===== src/rtl/spi_flash_read_arb.sv =====
// Two-requester AXI4 read arbiter in front of a single SPI flash read port; one burst in flight.
// Define SPI_FLASH_ARB_FIXED_PRIO_EN for fixed priority (requester 0 wins) instead of round-robin.
module spi_flash_read_arb #(
    parameter int AddrWidth = 24,
    parameter int DataWidth = 32,
    parameter int IdWidth   = 1
) (
    input  logic                 clk_i,
    input  logic                 rst_i,

    input  logic                 r0_ar_valid,
    output logic                 r0_ar_ready,
    input  logic [AddrWidth-1:0] r0_ar_addr,
    input  logic [7:0]           r0_ar_len,
    input  logic [IdWidth-1:0]   r0_ar_id,
    output logic                 r0_r_valid,
    input  logic                 r0_r_ready,
    output logic [DataWidth-1:0] r0_r_data,
    output logic [IdWidth-1:0]   r0_r_id,
    output logic [1:0]           r0_r_resp,
    output logic                 r0_r_last,

    input  logic                 r1_ar_valid,
    output logic                 r1_ar_ready,
    input  logic [AddrWidth-1:0] r1_ar_addr,
    input  logic [7:0]           r1_ar_len,
    input  logic [IdWidth-1:0]   r1_ar_id,
    output logic                 r1_r_valid,
    input  logic                 r1_r_ready,
    output logic [DataWidth-1:0] r1_r_data,
    output logic [IdWidth-1:0]   r1_r_id,
    output logic [1:0]           r1_r_resp,
    output logic                 r1_r_last,

    output logic                 dev_ar_valid,
    input  logic                 dev_ar_ready,
    output logic [AddrWidth-1:0] dev_ar_addr,
    output logic [7:0]           dev_ar_len,
    output logic [IdWidth-1:0]   dev_ar_id,
    output logic [2:0]           dev_ar_size,
    output logic [1:0]           dev_ar_burst,
    input  logic                 dev_r_valid,
    output logic                 dev_r_ready,
    input  logic [DataWidth-1:0] dev_r_data,
    input  logic [IdWidth-1:0]   dev_r_id,
    input  logic [1:0]           dev_r_resp,
    input  logic                 dev_r_last,

    output logic                 busy_o,
    output logic                 grant_o
);

    typedef enum logic [1:0] {IDLE, ADDR, DATA} state_e;

    state_e                 state_q, state_d;
    logic                   grant_q, grant_d;
    logic [AddrWidth-1:0]   addr_q, addr_d;
    logic [7:0]             len_q, len_d;
    logic [IdWidth-1:0]     id_q, id_d;
    logic [1:0]             ar_valid;
    logic                   win;
    logic                   do_grant;
    logic                   in_data;

    assign ar_valid = {r1_ar_valid, r0_ar_valid};

`ifdef SPI_FLASH_ARB_FIXED_PRIO_EN
    assign win = ~r0_ar_valid;
`else
    logic rr_ptr_q, rr_ptr_d;
    // rr_ptr_q holds the last winner; on contention the other requester goes next.
    assign win = (&ar_valid) ? ~rr_ptr_q : r1_ar_valid;
`endif

    assign do_grant = (state_q == IDLE) && (|ar_valid) && !rst_i;
    assign in_data  = (state_q == DATA);

    always_comb begin
        // NOTE: every signal gets a default first so no path leaves it unassigned (no latch).
        state_d  = state_q;
        grant_d  = grant_q;
        addr_d   = addr_q;
        len_d    = len_q;
        id_d     = id_q;
`ifndef SPI_FLASH_ARB_FIXED_PRIO_EN
        rr_ptr_d = rr_ptr_q;
`endif
        case (state_q)
            IDLE: if (do_grant) begin
                state_d  = ADDR;
                grant_d  = win;
`ifndef SPI_FLASH_ARB_FIXED_PRIO_EN
                rr_ptr_d = win;
`endif
                addr_d   = win ? r1_ar_addr : r0_ar_addr;
                len_d    = win ? r1_ar_len  : r0_ar_len;
                id_d     = win ? r1_ar_id   : r0_ar_id;
            end
            ADDR: if (dev_ar_ready) state_d = DATA;
            DATA: if (dev_r_valid && dev_r_ready && dev_r_last) state_d = IDLE;
            default: state_d = IDLE;
        endcase
    end

    always_ff @(posedge clk_i) begin
        // NOTE: non-blocking assignments so every flop samples the pre-edge values.
        if (rst_i) begin
            state_q  <= IDLE;
            grant_q  <= 1'b0;
            addr_q   <= '0;
            len_q    <= '0;
            id_q     <= '0;
`ifndef SPI_FLASH_ARB_FIXED_PRIO_EN
            rr_ptr_q <= 1'b1;
`endif
        end else begin
            state_q  <= state_d;
            grant_q  <= grant_d;
            addr_q   <= addr_d;
            len_q    <= len_d;
            id_q     <= id_d;
`ifndef SPI_FLASH_ARB_FIXED_PRIO_EN
            rr_ptr_q <= rr_ptr_d;
`endif
        end
    end

    assign r0_ar_ready  = do_grant && !win;
    assign r1_ar_ready  = do_grant && win;

    assign dev_ar_valid = (state_q == ADDR);
    assign dev_ar_addr  = addr_q;
    assign dev_ar_len   = len_q;
    assign dev_ar_id    = id_q;
    assign dev_ar_size  = 3'($clog2(DataWidth / 8));
    assign dev_ar_burst = 2'b01;

    // R channel is a pure combinational steer: no added latency.
    assign dev_r_ready  = in_data && (grant_q ? r1_r_ready : r0_r_ready);
    assign r0_r_valid   = in_data && !grant_q && dev_r_valid;
    assign r1_r_valid   = in_data &&  grant_q && dev_r_valid;
    assign r0_r_data    = dev_r_data;
    assign r1_r_data    = dev_r_data;
    assign r0_r_id      = dev_r_id;
    assign r1_r_id      = dev_r_id;
    assign r0_r_resp    = dev_r_resp;
    assign r1_r_resp    = dev_r_resp;
    assign r0_r_last    = dev_r_last;
    assign r1_r_last    = dev_r_last;

    assign busy_o  = (state_q != IDLE);
    assign grant_o = grant_q;

endmodule


===== config.mk =====
export PLATFORM = sky130hd
export DESIGN_NAME = spi_flash_read_arb
export DESIGN_NICKNAME = d
export VERILOG_FILES = /design/src/rtl/spi_flash_read_arb.sv
export SDC_FILE = /design/constraint.sdc
export NUM_CORES = 1
export LEC_CHECK = 0
export CAP_MARGIN = 30
export CORE_ASPECT_RATIO = 0.5
export CORE_MARGIN = 2
export CORE_UTILIZATION = 29
export CTS_CLUSTER_SIZE = 40
export DETAILED_ROUTE_END_ITERATION = 10
export PLACE_DENSITY = 0.82
export SYNTH_ARGS = -nofsm -noshare
export SYNTH_HDL_FRONTEND = slang
export SYNTH_SLANG_ARGS = --single-unit

===== constraint.sdc =====
create_clock -name clk_i -period 1.75 [get_ports clk_i]
set_clock_uncertainty 0.15 [all_clocks]
set_input_delay 0.175 -clock clk_i [delete_from_list [all_inputs] [get_ports clk_i]]
set_output_delay 0.175 -clock clk_i [all_outputs]
set_load 0.03 [all_outputs]

# Yosys cells after proc, flatten, opt, wreduce, memory -nomap -nowiden
# Index checks and enable logic that the tools add are counted.
word_totals:
  reg_bits: 37
  latchBits: 0
  ram_bits: 0
  mem_bits_ro: 0
  in_bits: 110
  out_inout_bits: 118
  elab_cells: 41
  n_memories: 0
classes:
  addsub: 0
  mul: 0
  div: 0
  magnitude_cmp: 0
  n_eq_ne: 5
  n_shift: 0
  mux: 9
  bitwise: 1
  n_reduce_logical: 20
ops:
  columns: ["cell", "n"]
  rows:
  - ["24-bit two-way mux", 1]
  - ["1-bit logical AND", 11]
  - ["8-bit two-way mux", 1]
  - ["2-bit two-way mux", 3]
  - ["2-bit case mux with 3 select lines", 1]
  - ["2-bit by 1-bit inequality test with 1-bit output, second input constant", 2]
  - ["2-bit AND reduction", 2]
  - ["1-bit zero test", 3]
  - ["1-bit two-way mux", 3]
  - ["3-bit AND reduction", 1]
  - ["2-bit by 1-bit equality test with 1-bit output, second input constant", 1]
  - ["2-bit equality test, second input constant", 1]
  - ["2-bit zero test", 1]
  - ["2-bit inequality test, second input constant", 1]
  - ["2-bit nonzero test", 1]
  - ["2-bit OR reduction", 1]
  - ["1-bit inverter", 1]

# Logic depth before layout (Yosys ltp)
depth:
  word_depth: 6
  ltp_mapped: 5
  mapped_depth_nobuf: 3

# Worst setup path after synthesis
# OpenSTA, ideal clock, no wires.
synth_timing:
  path_type: "register to register"
  from: "register state_q[0]"
  to: "register addr_q[14] (netlist: dev_ar_addr[14])"
  setup_time_ns: 0.122
  t_arrival_ns: 1.400
  required_ns: 1.478
  slack_ns: 0.078
  stages_incl_launch_ff: 6
  n_path_buf: 2
  synth_period_minus_slack_ns: 1.672
  path_cell_list: "dfxtp_1 -> or2_1 -> buf_2 -> o21a_4 -> buf_6 -> a221o_1"
synth_via:
  elab_chain_len: 4
synth_rtl:
  columns: ["item", "line", "text"]
  rows:
  - ["start, declared", "55", "state_e state_q, state_d;"]
  - ["start signal, assigned", "117", "state_q <= state_d;"]
  - ["2-bit zero test (*)", "75, 88", null]
  - ["1-bit logical AND (2 in series)", "75", "assign do_grant = (state_q == IDLE) && (|ar_valid) && !rst_i;"]
  - ["2-bit AND reduction (no line) (*)", null, null]
  - ["end signal, assigned", "119", "addr_q <= addr_d;"]
  - ["end, declared", "57", "logic [AddrWidth-1:0] addr_q, addr_d;"]
# Mark *: on every way between the ends. The rest lies on a longest branch, timed or not.
# A chain may end at the register's enable or synchronous reset.

# Worst setup path after layout
layout_timing:
  from: "input r0_ar_valid"
  to: "register addr_q[15] (netlist: dev_ar_addr[15])"
layout_via:
  elab_chain_len: 4
  elab_cells_between_ends: 7
  cone_classes: "2 x mux; 5 x reduce/logical"
layout_rtl:
  columns: ["item", "line", "text"]
  rows:
  - ["start, declared", "11", "input logic r0_ar_valid,"]
  - ["2-bit OR reduction", "75", null]
  - ["1-bit logical AND (2 in series)", "75", null]
  - ["2-bit AND reduction (no line)", null, null]
# Parallel ways exist; a longest one is shown, timed or not.

==> impl_metrics.toml <==
[power]
cellLeakagePower_nw = 1.379
clkPwrFrac = 0.319
vdd_ir_drop_max_mv = 0.3584
p_sw_w = 0.0007947
design_power_total_w = 0.002696
power-per-cell-area_nw_per_um2 = 847.4
switching_share = 0.2948
power.share.sequential = 0.367
p_int_w = 0.001901
combPwrFrac = 0.314

[yosys]
ys_seq_area_frac = 0.3450
synthDominantCellAreaShare = 0.3450
synth_flop_cell = "sky130_fd_sc_hd__dfxtp_1"
yosys-top-cells-area = "sky130_fd_sc_hd__dfxtp_1, sky130_fd_sc_hd__buf_4, sky130_fd_sc_hd__a221o_1"
yosysUniqueCellTypes = 26
synth_top_cells_by_count = "sky130_fd_sc_hd__buf_4, sky130_fd_sc_hd__dfxtp_1, sky130_fd_sc_hd__and3_1"
avgSynthCellArea_sq_um = 9.255
postSynthRegisterBits = 37
cell_taking_the_most_area_after_synthesis = "sky130_fd_sc_hd__dfxtp_1"
synth-edff-count = 0
postSynthCellCount = 232
asyncSetResetFlopFracSynth = 0
synthesis.area_sq_um = 2147
warnings_synthesis = 0
yosys.cell_count.top_type = "sky130_fd_sc_hd__buf_4"

[die]
fp-row-count = 22
io_pins = 228
start_util = 0.2966
floorplan.die_area_sq_um = 8150
design.core.area_sq_um = 7239
vertical_die_dimension_um = 64.85
die_x_um = 125.7

[routing]
routed-via-count = 1834
wl_met3_um = 514
route.met2.wl_mm = 3.138
first_pass_iters = 4
wl_per_cell_um = 16.29
routed_wirelength_mm = 6.304
drt_iter0_drc = 107
number_of_antenna_violating_nets_in_the_routed_design = 0
met1Wirelength_mm = 2.467
dr_top_layer = "met4"
drcViolationCount = 0
viasPerCell = 4.739

[clock_network]
cts.reportedPaths.clkPinSlew_ns = 0.05
clkSinkCount = 37
cts_htree_levels = 2
cts_inserted_buffers = 5
insertion_delay_ns = 0.27
clockRootBuffer = "sky130_fd_sc_hd__clkbuf_16"
clock_path_buffers = 2
tritoncts = "built"

[grt]
global_route_wire_length_before_repair_mm = 9.273
grt_antenna_before_repair = 0
grt_use_total = 0.1422
grt_remaining_overflow = 0
first_global_vias = 1819
grt_max_degree = 31

[run]
max-cap-violations = 0

[setup_path]
worst-endpoint-arrival_ns = 1.74
r2r_setup_slack_ns = 0.04
worstSetupPathType = "in2reg"
worst-path-max-fanout = 15
r2r_cells = 5
worst_r2r_endpoint = "dev_ar_addr[15]"
timing.critical_path.from = "r0_ar_valid"
timing.rr.start = "rr_ptr_q"
critical_path.endpoint_type = "flop"
required_ns = 1.76
critical_path.startpoint_type = "input pin"

[cells_and_area]
final_layout_size_suffix_gt1_frac = 0.1546
multiInputGateArea_sq_um = 792.0
area_growth_syn_to_layout_pct = 48.19
layout.nets = 400
layout.cells.non_filler = 387
nFillCells = 644
antenna_cells = 0
layout.area.seq_sq_um = 745.7

[sta]
final_hold_vios = 0
final_period_minus_worst_setup_slack_ns = 1.729
portion_of_the_clock_cycle_consumed_by_the_worst_path_in_the_final_layout = 0.9883
final-setup-viol-count = 0
slew_viol_final = 0
post-route-worst-setup-slack_ns = 0.02055
max_freq_mhz = 578.2

[place]
port_buffers = 117
place_congestion = 0.8031
dp_worst_setup_slack_ns = -0.09107
place.detailed.hpwl_mm = 4.518
inst_count_dp = 371

[hold_path]
startpoint_of_the_tightest_hold_check_path = "rst_i"
worstHoldPathType = "in2reg"
timing.hold.worst_endpoint = "dev_ar_addr[1]"
hold_path_depth = 2

[status]
status = "completed"
[per-layer routing]
metal  vias to the layer above  GRT usage
met5                         -          0
met4                         0    0.06528
met3                        29    0.04872
met2                        75     0.2480
met1                       858     0.1591
li1                        872          -
[power groups by stage]
stage | Combinational, W | Clock [W] | Sequential, W
floorplan | 0.000548 | 0 | 0.00115
global placement | 0.000792 | 0 | 0.000999
detailed placement | 0.000802 | 0 | 0.000997
CTS | 0.000835 | 0.000877 | 0.000982
global route | 0.000893 | 0.000915 | 0.00100
finish | 0.000847 | 0.000860 | 0.000988
[cell type report]
cell class,instances,area share
Multi-Input combinational cell,105,0.2489
Sequential cell,37,0.2344
Inverter,2,0.002359
Timing Repair Buffer,139,0.4330
Tap cell,96,0.03775
Clock inverter,2,0.003146
Clock buffer,6,0.04050
[registers in the layout, summed over array words and instances, names as in the netlist]
signal	flops
grant_o	1
state_q	2
dev_ar_id	1
dev_ar_len	8
dev_ar_addr	24
rr_ptr_q	1
[layout by cell type (no fill, tap or decap), types with 4 or more instances in the layout]
cell,instances
sky130_fd_sc_hd__and3_1,30
sky130_fd_sc_hd__clkdlybuf4s50_1,108
sky130_fd_sc_hd__nand4_1,4
sky130_fd_sc_hd__conb_1,5
sky130_fd_sc_hd__buf_4,23
sky130_fd_sc_hd__a221o_1,29
sky130_fd_sc_hd__dfxtp_1,35
sky130_fd_sc_hd__a31oi_1,4
sky130_fd_sc_hd__nand3_1,4
sky130_fd_sc_hd__clkbuf_16,5
sky130_fd_sc_hd__nand2_1,5
sky130_fd_sc_hd__o21ai_0,5
[how the worst max path moves through the flow]
stage,endpoint
after CTS,r0_ar_ready
after global placement,dev_ar_len[7]
after global routing,dev_ar_len[7]
after floorplan,dev_ar_addr[14]
after detailed placement,dev_ar_addr[11]
final,dev_ar_addr[15]
[critical path, cell delays in order]
cell and delay, ns:
sky130_fd_sc_hd__clkdlybuf4s50_1 0.46, sky130_fd_sc_hd__nor3b_4 0.18, sky130_fd_sc_hd__and3_4 0.18, sky130_fd_sc_hd__buf_4 0.13
sky130_fd_sc_hd__bufbuf_16 0.28, sky130_fd_sc_hd__a221o_1 0.34
[through the flow]
step,area [sq um],hold slack [ns],TNS [ns],util
after floorplan,2158,0.1639,0,-
after detailed placement,2897,0.2003,-1.820,0.4001
after global routing,3182,0.07733,-0.1333,0.4395
after global placement,2897,0.2003,-1.585,0.4001
after CTS,3113,0.2003,-0.01240,0.4300
final,3182,0.05761,0,0.4395
[logic make-up (layout without fill, tap and decap cells)]
group                  after synthesis  after routing  synth area share
buffers and inverters               93            149            0.3106
multiplexers                         1              1          0.004662
AND/OR/NAND/NOR                     55             55            0.1544
flip-flops                          37             37            0.3450
AO/OA/AOI/OAI                       44             44            0.1818
other                                2              5          0.003498
[timing repair]
item | in CTS | in global routing
setup buffers | 2 | 6
gates resized for setup | 10 | 9
hold buffers | 0 | 0
endpoints found under the setup margin | 3 | 20
pin swaps | 2 | 1
hold endpoints to repair | 0 | 0
cloned | 1 | 0
(Power assumes the default switching activity.)
